<file path="config.mk">
export PLATFORM = sky130hd
export DESIGN_NAME = if_fetch_unit_flat
export DESIGN_NICKNAME = d
export VERILOG_FILES = /design/src/rtl/jahangir_pkg.sv /design/src/rtl/if_fetch_unit_if.sv /design/src/rtl/fetch_buffer.sv /design/src/rtl/if_fetch_unit.sv /design/src/flat_wrapper.sv
export SDC_FILE = /design/constraint.sdc
export NUM_CORES = 1
export LEC_CHECK = 0
export ABC_AREA = 1
export CAP_MARGIN = 20
export CORE_AREA = 4 4 139 127
export CTS_CLUSTER_DIAMETER = 80
export DETAILED_ROUTE_END_ITERATION = 8
export DIE_AREA = 0 0 143 131
export GPL_TIMING_DRIVEN = 0
export HOLD_SLACK_MARGIN = 0.1
export PLACE_DENSITY = 0.78
export SETUP_SLACK_MARGIN = 0.4
export SLEW_MARGIN = 20
export SYNTH_ARGS = -nofsm -noshare
export SYNTH_HDL_FRONTEND = slang
export SYNTH_SLANG_ARGS = --single-unit
</file>
<file path="constraint.sdc">
create_clock -name clk -period 4.1 [get_ports clk]
set_input_delay 0.82 -clock clk [delete_from_list [all_inputs] [get_ports clk]]
set_output_delay 0.82 -clock clk [all_outputs]
set_load 0.05 [all_outputs]
</file>
<file path="src/rtl/jahangir_pkg.sv">
// rtl/jahangir_pkg.sv - shared constants for the Jahangir MIPS32 front end
package jahangir_pkg;

  localparam int XLEN = 32;

  localparam logic [XLEN-1:0] RESET_PC_DEFAULT = 32'hBFC0_0000;

  localparam logic [XLEN-1:0] WORD_BYTES = 32'd4;

  // clear the byte offset so every fetch address is word aligned
  function automatic logic [XLEN-1:0] word_align(input logic [XLEN-1:0] addr);
    return addr & ~(WORD_BYTES - 32'd1);
  endfunction

endpackage

</file>
<file path="src/rtl/if_fetch_unit_if.sv">
// rtl/if_fetch_unit_if.sv - instruction memory request/response channel
interface if_fetch_unit_if;
  import jahangir_pkg::*;

  logic            imem_req_valid;
  logic [XLEN-1:0] imem_req_addr;
  logic            imem_req_ready;
  logic            imem_rsp_valid;
  logic [XLEN-1:0] imem_rsp_data;

  modport master (
    output imem_req_valid,
    output imem_req_addr,
    input  imem_req_ready,
    input  imem_rsp_valid,
    input  imem_rsp_data
  );

  modport slave (
    input  imem_req_valid,
    input  imem_req_addr,
    output imem_req_ready,
    output imem_rsp_valid,
    output imem_rsp_data
  );

endinterface

</file>
<file path="src/rtl/fetch_buffer.sv">
// rtl/fetch_buffer.sv - circular buffer of fetched instructions with head/fill/tail pointers
module fetch_buffer
  import jahangir_pkg::*;
#(
  parameter int DEPTH = 2
) (
  input  logic                   clk,
  input  logic                   rst,
  input  logic                   flush,
  input  logic                   alloc,
  input  logic [XLEN-1:0]        alloc_pc,
  input  logic                   fill,
  input  logic [XLEN-1:0]        fill_data,
  input  logic                   pop,
  output logic [$clog2(DEPTH):0] count,
  output logic [$clog2(DEPTH):0] pending,
  output logic                   head_valid,
  output logic [XLEN-1:0]        head_pc,
  output logic [XLEN-1:0]        head_inst
);

  localparam int PW = $clog2(DEPTH);
  localparam int CW = PW + 1;

  logic [XLEN-1:0]  slot_pc   [DEPTH];
  logic [XLEN-1:0]  slot_inst [DEPTH];
  logic [DEPTH-1:0] slot_filled;
  logic [PW-1:0]    head;
  logic [PW-1:0]    fill_ptr;
  logic [PW-1:0]    tail;

  // pointers, occupancy and filled flags; a flush frees every slot at once
  always_ff @(posedge clk or posedge rst) begin
    if (rst) begin
      head        <= '0;
      fill_ptr    <= '0;
      tail        <= '0;
      count       <= '0;
      pending     <= '0;
      slot_filled <= '0;
    end else if (flush) begin
      head        <= '0;
      fill_ptr    <= '0;
      tail        <= '0;
      count       <= '0;
      pending     <= '0;
      slot_filled <= '0;
    end else begin
      if (alloc) begin
        slot_filled[tail] <= 1'b0;
        tail              <= tail + PW'(1);
      end
      if (fill) begin
        slot_filled[fill_ptr] <= 1'b1;
        fill_ptr              <= fill_ptr + PW'(1);
      end
      if (pop) begin
        slot_filled[head] <= 1'b0;
        head              <= head + PW'(1);
      end
      count   <= count + CW'(alloc) - CW'(pop);
      pending <= pending + CW'(alloc) - CW'(fill);
    end
  end

  // slot payloads carry no reset: they are only ever seen through slot_filled
  always_ff @(posedge clk) begin
    if (alloc && !flush) slot_pc[tail] <= alloc_pc;
    if (fill && !flush) slot_inst[fill_ptr] <= fill_data;
  end

  assign head_valid = slot_filled[head];
  assign head_pc    = head_valid ? slot_pc[head] : '0;
  assign head_inst  = head_valid ? slot_inst[head] : '0;

endmodule

</file>
<file path="src/rtl/if_fetch_unit.sv">
// rtl/if_fetch_unit.sv - stage-1 fetch: PC, request issue, wrong-path drop and redirect
module if_fetch_unit
  import jahangir_pkg::*;
#(
  parameter logic [XLEN-1:0] RESET_PC = RESET_PC_DEFAULT,
  parameter int              DEPTH    = 2
) (
  input  logic                   clk,
  input  logic                   rst,
  if_fetch_unit_if.master        imem,
  input  logic                   in_stall,
  input  logic                   in_redirect_valid,
  input  logic [XLEN-1:0]        in_redirect_pc,
  output logic                   out_valid,
  output logic [XLEN-1:0]        out_pc,
  output logic [XLEN-1:0]        out_inst
);

  localparam int CW = $clog2(DEPTH) + 1;

  logic [XLEN-1:0] fetch_pc;
  logic [CW-1:0]   drop_cnt;
  logic [CW-1:0]   count;
  logic [CW-1:0]   pending;
  logic            issue;
  logic            rsp_fill;
  logic            consume;

  // slots plus wrong-path responses still owed may never exceed DEPTH
  assign imem.imem_req_valid = !rst && !in_redirect_valid &&
                               (({1'b0, count} + {1'b0, drop_cnt}) < (CW + 1)'(DEPTH));
  assign imem.imem_req_addr  = fetch_pc;

  assign issue    = imem.imem_req_valid && imem.imem_req_ready;
  assign rsp_fill = imem.imem_rsp_valid && (drop_cnt == '0) && !in_redirect_valid;
  assign consume  = out_valid && !in_stall && !in_redirect_valid;

  // fetch PC: redirect wins over sequential advance
  always_ff @(posedge clk or posedge rst) begin
    if (rst) begin
      fetch_pc <= RESET_PC;
    end else if (in_redirect_valid) begin
      fetch_pc <= word_align(in_redirect_pc);
    end else if (issue) begin
      fetch_pc <= fetch_pc + WORD_BYTES;
    end
  end

  // count of in-flight responses that belong to a squashed path
  always_ff @(posedge clk or posedge rst) begin
    if (rst) begin
      drop_cnt <= '0;
    end else if (in_redirect_valid) begin
      drop_cnt <= drop_cnt + pending - CW'(imem.imem_rsp_valid);
    end else if (imem.imem_rsp_valid && (drop_cnt != '0)) begin
      drop_cnt <= drop_cnt - CW'(1);
    end
  end

  fetch_buffer #(
    .DEPTH (DEPTH)
  ) u_buf (
    .clk        (clk),
    .rst        (rst),
    .flush      (in_redirect_valid),
    .alloc      (issue),
    .alloc_pc   (fetch_pc),
    .fill       (rsp_fill),
    .fill_data  (imem.imem_rsp_data),
    .pop        (consume),
    .count      (count),
    .pending    (pending),
    .head_valid (out_valid),
    .head_pc    (out_pc),
    .head_inst  (out_inst)
  );

endmodule

</file>
<file path="src/flat_wrapper.sv">
// flat-port wrapper written by rule: the top's interface ports become plain ports
module if_fetch_unit_flat import jahangir_pkg::*;
#(
  parameter logic [XLEN-1:0] RESET_PC = RESET_PC_DEFAULT,
  parameter int              DEPTH    = 2
)
  (clk, rst, in_stall, in_redirect_valid, in_redirect_pc, out_valid, out_pc, out_inst, imem_imem_req_valid, imem_imem_req_addr, imem_imem_req_ready, imem_imem_rsp_valid, imem_imem_rsp_data);
  if_fetch_unit_if imem_i ();
  input  logic clk;
  input  logic rst;
  input  logic in_stall;
  input  logic in_redirect_valid;
  input  logic [XLEN-1:0] in_redirect_pc;
  output logic out_valid;
  output logic [XLEN-1:0] out_pc;
  output logic [XLEN-1:0] out_inst;
  output wire logic [$bits(imem_i.imem_req_valid)-1:0] imem_imem_req_valid;
  output wire logic [$bits(imem_i.imem_req_addr)-1:0] imem_imem_req_addr;
  input wire logic [$bits(imem_i.imem_req_ready)-1:0] imem_imem_req_ready;
  input wire logic [$bits(imem_i.imem_rsp_valid)-1:0] imem_imem_rsp_valid;
  input wire logic [$bits(imem_i.imem_rsp_data)-1:0] imem_imem_rsp_data;
  assign imem_imem_req_valid = imem_i.imem_req_valid;
  assign imem_imem_req_addr = imem_i.imem_req_addr;
  assign imem_i.imem_req_ready = imem_imem_req_ready;
  assign imem_i.imem_rsp_valid = imem_imem_rsp_valid;
  assign imem_i.imem_rsp_data = imem_imem_rsp_data;
  if_fetch_unit #(.RESET_PC(RESET_PC), .DEPTH(DEPTH)) u_core (.clk(clk), .rst(rst), .imem(imem_i), .in_stall(in_stall), .in_redirect_valid(in_redirect_valid), .in_redirect_pc(in_redirect_pc), .out_valid(out_valid), .out_pc(out_pc), .out_inst(out_inst));
endmodule
</file>
==> results.toml, run 1 <==
[yosys]
synth_top_family_by_area = "simple AND/OR/NAND/NOR gates"
synth_area_leaders = "sky130_fd_sc_hd__edfxtp_1, sky130_fd_sc_hd__nand2_1, sky130_fd_sc_hd__dfrtp_1, sky130_fd_sc_hd__inv_1, sky130_fd_sc_hd__dfstp_2"
synth_top_cell_by_area = "sky130_fd_sc_hd__edfxtp_1"
synth_simple_gate_area_frac = 0.2652
post_synth_num_cell_types = 29
synth_top_area_share = 0.4662
synth-warning-count = 0
synth_cells = 920
ys_ff_latch = 165
yosys.area_share.xor_xnor = 0.01535
syn-cell-area_um2 = 7988
synth_compound_gate_area_share = 0.03008
synthMuxAreaShare = 0
seq_area_frac_synth = 0.5960
synth_adder_area_share = 0.01504
postSynthAreaPerCell_um2 = 8.682

[global_routing]
grt_first_pass_wirelength_um = 30910
grt_pass1_vias = 6234
overflow = 0
grt.total_usage = 0.2144
antenna_found_initial = 0
pin_count_of_the_biggest_net_entering_global_routing = 33

[clock_tree]
cts_tree = "built"
cts_root_buffer = "sky130_fd_sc_hd__clkbuf_16"
cts.htree.levels = 4
numClockSinks = 165
clock_path_buffers = 2
clkSlewWorstSetupHoldPaths_ns = 0.06
hold_buffers = 0
cts-buffers-inserted = 17
clkLatencyLatePin_ns = 0.42

[power]
p_per_area_nw_per_um2 = 470.4
psw_mw = 1.608
power.clock.fraction = 0.324
internal_power_mw = 3.345
combinationalPowerShare = 0.246
sequential_fraction_of_design_power = 0.430
netSwitchingFraction = 0.3247
power_leakage_nw = 5.119
vdd_drop_max_mv = 0.2974

[route]
vias_per_cell = 4.856
drt-wirelength-per-cell_um = 14.92
detail_route.iter0.violations = 441
drt_pre_antenna_iters = 5
vias = 6444
routed_wirelength_um = 19800
drtAntennaViolNets = 0
route.detailed.drc = 0

[cells_and_area]
final_area_um2 = 10530
synthToLayoutAreaGrowth_pct = 31.81
area_of_combinational_cells_with_multiple_inputs_um2 = 2639
layout.cells.most_common = "sky130_fd_sc_hd__nand2_1"
layout.cells.most_common_list = "sky130_fd_sc_hd__nand2_1, sky130_fd_sc_hd__edfxtp_1, sky130_fd_sc_hd__inv_1"
final.fill_count = 1282
proportion_of_layout_cells_with_a_drive_suffix_above_1 = 0.07857
total_nets_final = 1186
diodes = 0
seq_area_um2 = 4761
final_util = 0.6527

[sta]
setup_viol = 0
final_period_minus_worst_setup_slack_ns = 3.507
largest_clock_skew_in_the_final_design_ns = 0.01174
hold_viol = 0
grt_setup_unrepaired = "no"
min_period_over_period = 0.8555
max_slew_margin = 0.5113
maxClockFrequency_mhz = 285.1
final_max_slew_viol_count = 0
tightest_slew_ns = 0.7319

[critical_path]
required_ns = 3.28
end_kind = "output port"
worstPathArrival_ns = 2.69
worstPathMaxFanout = 10
worst_path_max_delay_cell = "sky130_fd_sc_hd__clkdlybuf4s50_1"
startpoint_type = "flip-flop"
critPathMostFrequentCell = "sky130_fd_sc_hd__nand2_1"
path_buf_inv = 4
criticalPathCategory = "flip-flop to output port"
timing.critical_path.max_delay_family = "buffers and inverters"
timing.critical_path.slowest_cell_delay_ns = 0.80
worst_path_cell_trace = "buf_2 -> inv_2 -> nand2_1 -> nand2_2 -> nand2_1 -> inv_1 -> clkdlybuf4s50_1"

[floorplan]
die_width_um = 143
placementRows = 44
die_height_um = 131
initial_core_util = 0.4952
ios = 168
placeableCoreArea_um2 = 16130
die_area_um2 = 18730

[place]
portBuffers = 161
post_dp_cell_area_um2 = 9995
post-dp-hpwl_um = 14490
place_congestion = 0.9503

[job]
max_cap_viol = 0

[status]
run_status = "finished clean"

[hold_path]
min-delay-path-class = "flip-flop to flip-flop"
==> area by class of cell <==
cell class | instances | area share
Sequential cell | 165 | 0.4522
Multi-Input combinational cell | 603 | 0.2506
Timing Repair Buffer | 165 | 0.1560
Clock buffer | 23 | 0.04635
Inverter | 123 | 0.04385
Tap cell | 207 | 0.02460
Buffer | 32 | 0.01521
Clock inverter | 9 | 0.01117
==> power groups by stage <==
stage / clock [mW] / combinational, mW / sequential [mW]
2_1_floorplan: 0 / 0.663 / 2.28
3_3_place_gp: 0 / 1.21 / 2.16
3_5_place_dp: 0 / 1.25 / 2.16
4_1_cts: 1.63 / 1.22 / 2.13
5_1_grt: 1.69 / 1.33 / 2.15
6_report: 1.60 / 1.22 / 2.13
==> synth_stat cells <==
cell,n
sky130_fd_sc_hd__xnor2_1,5
sky130_fd_sc_hd__inv_2,2
sky130_fd_sc_hd__nor2_2,5
sky130_fd_sc_hd__nand3_2,2
sky130_fd_sc_hd__dfrtp_1,32
sky130_fd_sc_hd__buf_2,11
sky130_fd_sc_hd__o21ai_1,2
sky130_fd_sc_hd__xor2_1,9
sky130_fd_sc_hd__nor3_1,3
sky130_fd_sc_hd__nor2_4,5
sky130_fd_sc_hd__dfstp_2,9
sky130_fd_sc_hd__nand2_2,9
sky130_fd_sc_hd__nand3_1,16
sky130_fd_sc_hd__edfxtp_1,124
sky130_fd_sc_hd__o21ai_0,23
sky130_fd_sc_hd__nor2_1,62
sky130_fd_sc_hd__clkinv_1,1
sky130_fd_sc_hd__ha_1,8
sky130_fd_sc_hd__conb_1,1
sky130_fd_sc_hd__nand2_1,430
sky130_fd_sc_hd__buf_4,7
sky130_fd_sc_hd__fa_1,1
sky130_fd_sc_hd__buf_1,2
sky130_fd_sc_hd__inv_1,120
sky130_fd_sc_hd__o21bai_1,4
sky130_fd_sc_hd__clkbuf_1,12
sky130_fd_sc_hd__a21oi_1,5
sky130_fd_sc_hd__nand4_1,2
sky130_fd_sc_hd__o211ai_1,8
==> worst paths after layout <==
path / endpoint / from / slack (ns) / depth (start not counted)
max in group asynchronous: u_core.imem.imem_req_addr[29] / rst / 2.76 / 3
min in group asynchronous: u_core.imem.imem_req_addr[6] / rst / 0.79 / 2
hold reg to reg: u_core.u_buf.slot_filled[1] / u_core.u_buf.slot_filled[1] / 0.55 / 2
setup reg to reg: u_core.u_buf.slot_pc[1][12] / u_core.drop_cnt[0] / 1.49 / 8
hold / removal: u_core.u_buf.slot_filled[1] / u_core.u_buf.slot_filled[1] / 0.55 / 2
setup / recovery: out_inst[31] / u_core.u_buf.head / 0.59 / 7
==> state kept, by name, summed over array words and instances, names as in the netlist <==
signal / cells
u_core.u_buf.pending: 2
u_core.u_buf.tail: 1
u_core.u_buf.slot_inst: 64
u_core.u_buf.count: 2
u_core.drop_cnt: 2
u_core.u_buf.slot_pc: 60
u_core.imem.imem_req_addr: 30
u_core.u_buf.slot_filled: 2
u_core.u_buf.head: 1
u_core.u_buf.fill_ptr: 1
==> per-stage QoR <==
step	setup TNS, ns	power (mW)	hold WS [ns]	std cells	setup WS, ns
final	0	4.953	0.5543	1327	0.5926
after detailed placement	0	3.417	0.5371	1295	0.7586
after global routing	0	5.173	0.5584	1327	0.4483
after global placement	-16.89	3.366	0.5177	1291	-0.3101
after CTS	0	4.981	0.5492	1327	0.4244
after floorplan	0	2.942	0.4959	923	1.021
==> worst min-delay path, cell delays in order (launching register included) <==
cell and delay [ns]:
sky130_fd_sc_hd__dfrtp_1 0.37, sky130_fd_sc_hd__o21ai_0 0.08, sky130_fd_sc_hd__a21oi_1 0.06
==> timing repair <==
item | CTS | global route
buffers inserted | 0 | 0
endpoints found under the setup margin | 59 | 1
pin swaps | 0 | 0
gates resized for setup | 59 | 1
==> kinds of logic after synthesis <==
kind of cell	count (synthesis)
xor+xnor	14
buf+inv	155
flops	165
other cells	1
simple gates	534
fa+ha+maj	9
compound gates	42
==> routing by layer <==
metal	share of wire	GRT usage
met4	0.021	0.07770
met1	0.44	0.2811
met2	0.48	0.3591
met3	0.059	0.04076
met5	0	0
Power figures use the tool's default switching activity.
==> run 2: changes to the inputs <==
--- a/config.mk
+++ b/config.mk
@@ -5,15 +5,13 @@
 export SDC_FILE = /design/constraint.sdc
 export NUM_CORES = 1
 export LEC_CHECK = 0
-export ABC_AREA = 1
 export CAP_MARGIN = 20
-export CORE_AREA = 4 4 139 127
+export CORE_AREA = 4 4 149 151
 export CTS_CLUSTER_DIAMETER = 80
 export DETAILED_ROUTE_END_ITERATION = 8
-export DIE_AREA = 0 0 143 131
+export DIE_AREA = 0 0 153 155
 export GPL_TIMING_DRIVEN = 0
 export HOLD_SLACK_MARGIN = 0.1
-export PLACE_DENSITY = 0.78
 export SETUP_SLACK_MARGIN = 0.4
 export SLEW_MARGIN = 20
 export SYNTH_ARGS = -nofsm -noshare
==> run 2 against run 1 <==
  * Final cell count shrank 22%
  * Design area shrank 6.5%
  * Synthesized cell count shrank 40%
  * Highest routed layer unchanged
  * Count of clock-buffer cells in the layout shrank 6
  * Worst hold slack lost 0.019 ns
  * Sequential share of layout area grew 3.1 points
  * Wire length shrank 4.4%
  * Non-clock buffer count grew 1
  * Die area grew 27%
  * Via count shrank 20%
  * Global-route usage shrank 5.3 points
==> results.toml, run 2 <==
[status]
run_status = "finished clean"

[global_routing]
grt_first_pass_wirelength_um = 29610
pin_count_of_the_biggest_net_entering_global_routing = 31
grt_pass1_vias = 5300
antenna_found_initial = 0
grt.total_usage = 0.1609
overflow = 0

[critical_path]
path_buf_inv = 4
worstSetupEndpoint = "out_pc[22]"
timing.reg2reg.worst_path_depth = 8
required_ns = 3.28
worst_path_cell_trace = "clkbuf_1 -> mux2i_1 -> clkbuf_2 -> clkbuf_1 -> nor2_1 -> clkdlybuf4s50_1"
regToRegStartpoint = "u_core.u_buf.count[0]"
critPathMostFrequentCell = "sky130_fd_sc_hd__clkbuf_1"
startpoint_type = "flip-flop"
worst_path_max_delay_cell = "sky130_fd_sc_hd__clkdlybuf4s50_1"
worst_setup_path_startpoint = "u_core.u_buf.head"
timing.critical_path.max_delay_family = "buffers and inverters"
criticalPathCategory = "flip-flop to output port"
crit_path_depth = 6
worstPathMaxFanout = 10
end_kind = "output port"
r2r_slack_ns = 1.01
critical_path.reg2reg.endpoint = "u_core.u_buf.slot_pc[0][8]"
timing.critical_path.slowest_cell_delay_ns = 0.72
worstPathArrival_ns = 2.71

[hold_path]
worst_hold_startpoint = "u_core.imem.imem_req_addr[8]"
min-delay-path-class = "flip-flop to flip-flop"
timing.hold.worst_path_depth = 0

[cells_and_area]
total_nets_final = 824
largest_register_ff_count = 64
diodes = 0
register_containing_the_most_flip_flops_in_the_final_layout = "u_core.u_buf.slot_inst"
post_layout_nonfiller_instances = 1033
layout.cells.most_common_list = "sky130_fd_sc_hd__clkdlybuf4s50_1, sky130_fd_sc_hd__edfxtp_1, sky130_fd_sc_hd__nor2_1"
layout.cells.most_common = "sky130_fd_sc_hd__clkdlybuf4s50_1"
proportion_of_layout_cells_with_a_drive_suffix_above_1 = 0.1016
synthToLayoutAreaGrowth_pct = 36.48
final_area_um2 = 9849
final_util = 0.4730

[sta]
min_period_over_period = 0.8603
largest_clock_skew_in_the_final_design_ns = 0.01450
setup_viol = 0
final_max_slew_viol_count = 0
finalSetupTns_ns = 0
tightest_slew_ns = 0.7607
hold_viol = 0
max_slew_margin = 0.4929
final_period_minus_worst_setup_slack_ns = 3.527
maxClockFrequency_mhz = 283.5
grt_setup_unrepaired = "no"

[route]
detail_route.iter0.violations = 374
drt-wirelength-per-cell_um = 18.32
vias_per_cell = 4.964
vias = 5128
drtAntennaViolNets = 0
drt_pre_antenna_iters = 4
routed_wirelength_um = 18930
route.detailed.drc = 0

[clock_tree]
clkSlewWorstSetupHoldPaths_ns = 0.06
cts.htree.levels = 4
cts_tree = "built"
numClockSinks = 165
clock_path_buffers = 2
cts_root_buffer = "sky130_fd_sc_hd__clkbuf_16"
cts-buffers-inserted = 17
clkLatencyLatePin_ns = 0.43
postCtsSetupBuffers = 0

[floorplan]
die_height_um = 155
placeableCoreArea_um2 = 20820
die_area_um2 = 23720
placementRows = 53
ios = 168
die_width_um = 153
initial_core_util = 0.3466

[yosys]
synth_area_leaders = "sky130_fd_sc_hd__edfxtp_1, sky130_fd_sc_hd__dfrtp_1, sky130_fd_sc_hd__mux2i_1, sky130_fd_sc_hd__nor2_1, sky130_fd_sc_hd__dfstp_2"
ys_ff_latch = 165
synth.top_cells.by_count = "sky130_fd_sc_hd__edfxtp_1, sky130_fd_sc_hd__nor2_1, sky130_fd_sc_hd__mux2i_1"
synth_most_common_cell = "sky130_fd_sc_hd__edfxtp_1"
syn-cell-area_um2 = 7217
postSynthAreaPerCell_um2 = 12.98
synth_cells = 556
seq_area_frac_synth = 0.6597
synth_top_flop_cell = "sky130_fd_sc_hd__edfxtp_1"
synth_top_cell_by_area = "sky130_fd_sc_hd__edfxtp_1"
synth-warning-count = 0
post_synth_num_cell_types = 52
number_of_synthesized_flops_with_an_enable_pin = 124
synth_top_area_share = 0.5160
synth_async_sr_flop_share = 0.2485

[place]
post_dp_cell_area_um2 = 9289
place_congestion = 0.8381
post-dp-hpwl_um = 13920
place_inst = 1001
portBuffers = 160

[power]
p_per_area_nw_per_um2 = 465.3
psw_mw = 1.413
p_total_mw = 4.583
internal_power_mw = 3.169
netSwitchingFraction = 0.3084
sequential_fraction_of_design_power = 0.450
power.clock.fraction = 0.326
combinationalPowerShare = 0.224
vdd_drop_max_mv = 0.2287
power_leakage_nw = 3.456

[job]
max_cap_viol = 0
## run 2: through the flow
stage,hold slack (ns),setup slack [ns]
6_report,0.5357,0.5727
5_1_grt,0.5697,0.4095
4_1_cts,0.5526,0.4200
3_5_place_dp,0.5387,0.4011
3_3_place_gp,0.5002,-1.608
2_1_floorplan,0.4895,0.4242
## run 2: how the worst min path moves through the flow
stage,end
after CTS,u_core.u_buf.slot_pc[0][8]
final,u_core.u_buf.slot_pc[1][8]
after global routing,u_core.u_buf.slot_pc[0][15]
after detailed placement,u_core.u_buf.slot_pc[1][8]
after floorplan,u_core.u_buf.tail
after global placement,u_core.u_buf.tail
## run 2: logic make-up after synthesis
kind of cell               Yosys count  share of synthesized area
muxes                               64                    0.08876
DFF                                165                     0.6597
AOI/OAI and AO/OA                   67                    0.06207
adders and majority gates            9                    0.01664
buffers and inverters               46                    0.02809
and+or+nand+nor                    194                     0.1321
xor gates and xnor gates            10                    0.01214
other                                1                  0.0005196
## run 2: repair_timing
| item | 4_1_cts | 5_1_grt |
|---|---|---|
| hold endpoints to repair | 0 | 0 |
| endpoints found under the setup margin | 51 | 20 |
| gates resized for setup | 5 | 2 |
| hold buffers | 0 | 0 |
## run 2: area by class of cell
cell class              instances  area, um2
flip-flops and latches        165       4761
well taps                     275      344.1
clock buffers                  17      425.4
plain buffers                  31      153.9
fillers                      1879      10970
multi-input cells             348       2278
inverters                      15      56.30
repair buffers                167       1702
clock inverters                15      128.9
## run 2: per-layer routing
metal  vias up  GRT usage  share of wire
met5         -          0              0
met1      2556     0.1979           0.42
li1       2417          -              -
met3        19    0.03755          0.041
met2       136     0.2776           0.52
met4         0    0.05982          0.017
## run 2: power by group through the flow
stage	combinational [mW]	sequential [mW]	clock, mW
floorplan	0.537	2.19	0
global placement	0.993	2.10	0
detailed placement	1.03	2.10	0
CTS	1.04	2.07	1.52
global route	1.10	2.08	1.61
finish	1.03	2.06	1.49
==> run 3: changes to the inputs <==
--- a/config.mk
+++ b/config.mk
@@ -5,7 +5,6 @@
 export SDC_FILE = /design/constraint.sdc
 export NUM_CORES = 1
 export LEC_CHECK = 0
-export CAP_MARGIN = 20
 export CORE_AREA = 4 4 149 151
 export CTS_CLUSTER_DIAMETER = 80
 export DETAILED_ROUTE_END_ITERATION = 8
==> results of run 3 <==
Same layout as run 2: the final DEF is identical, and so are final timing and power.
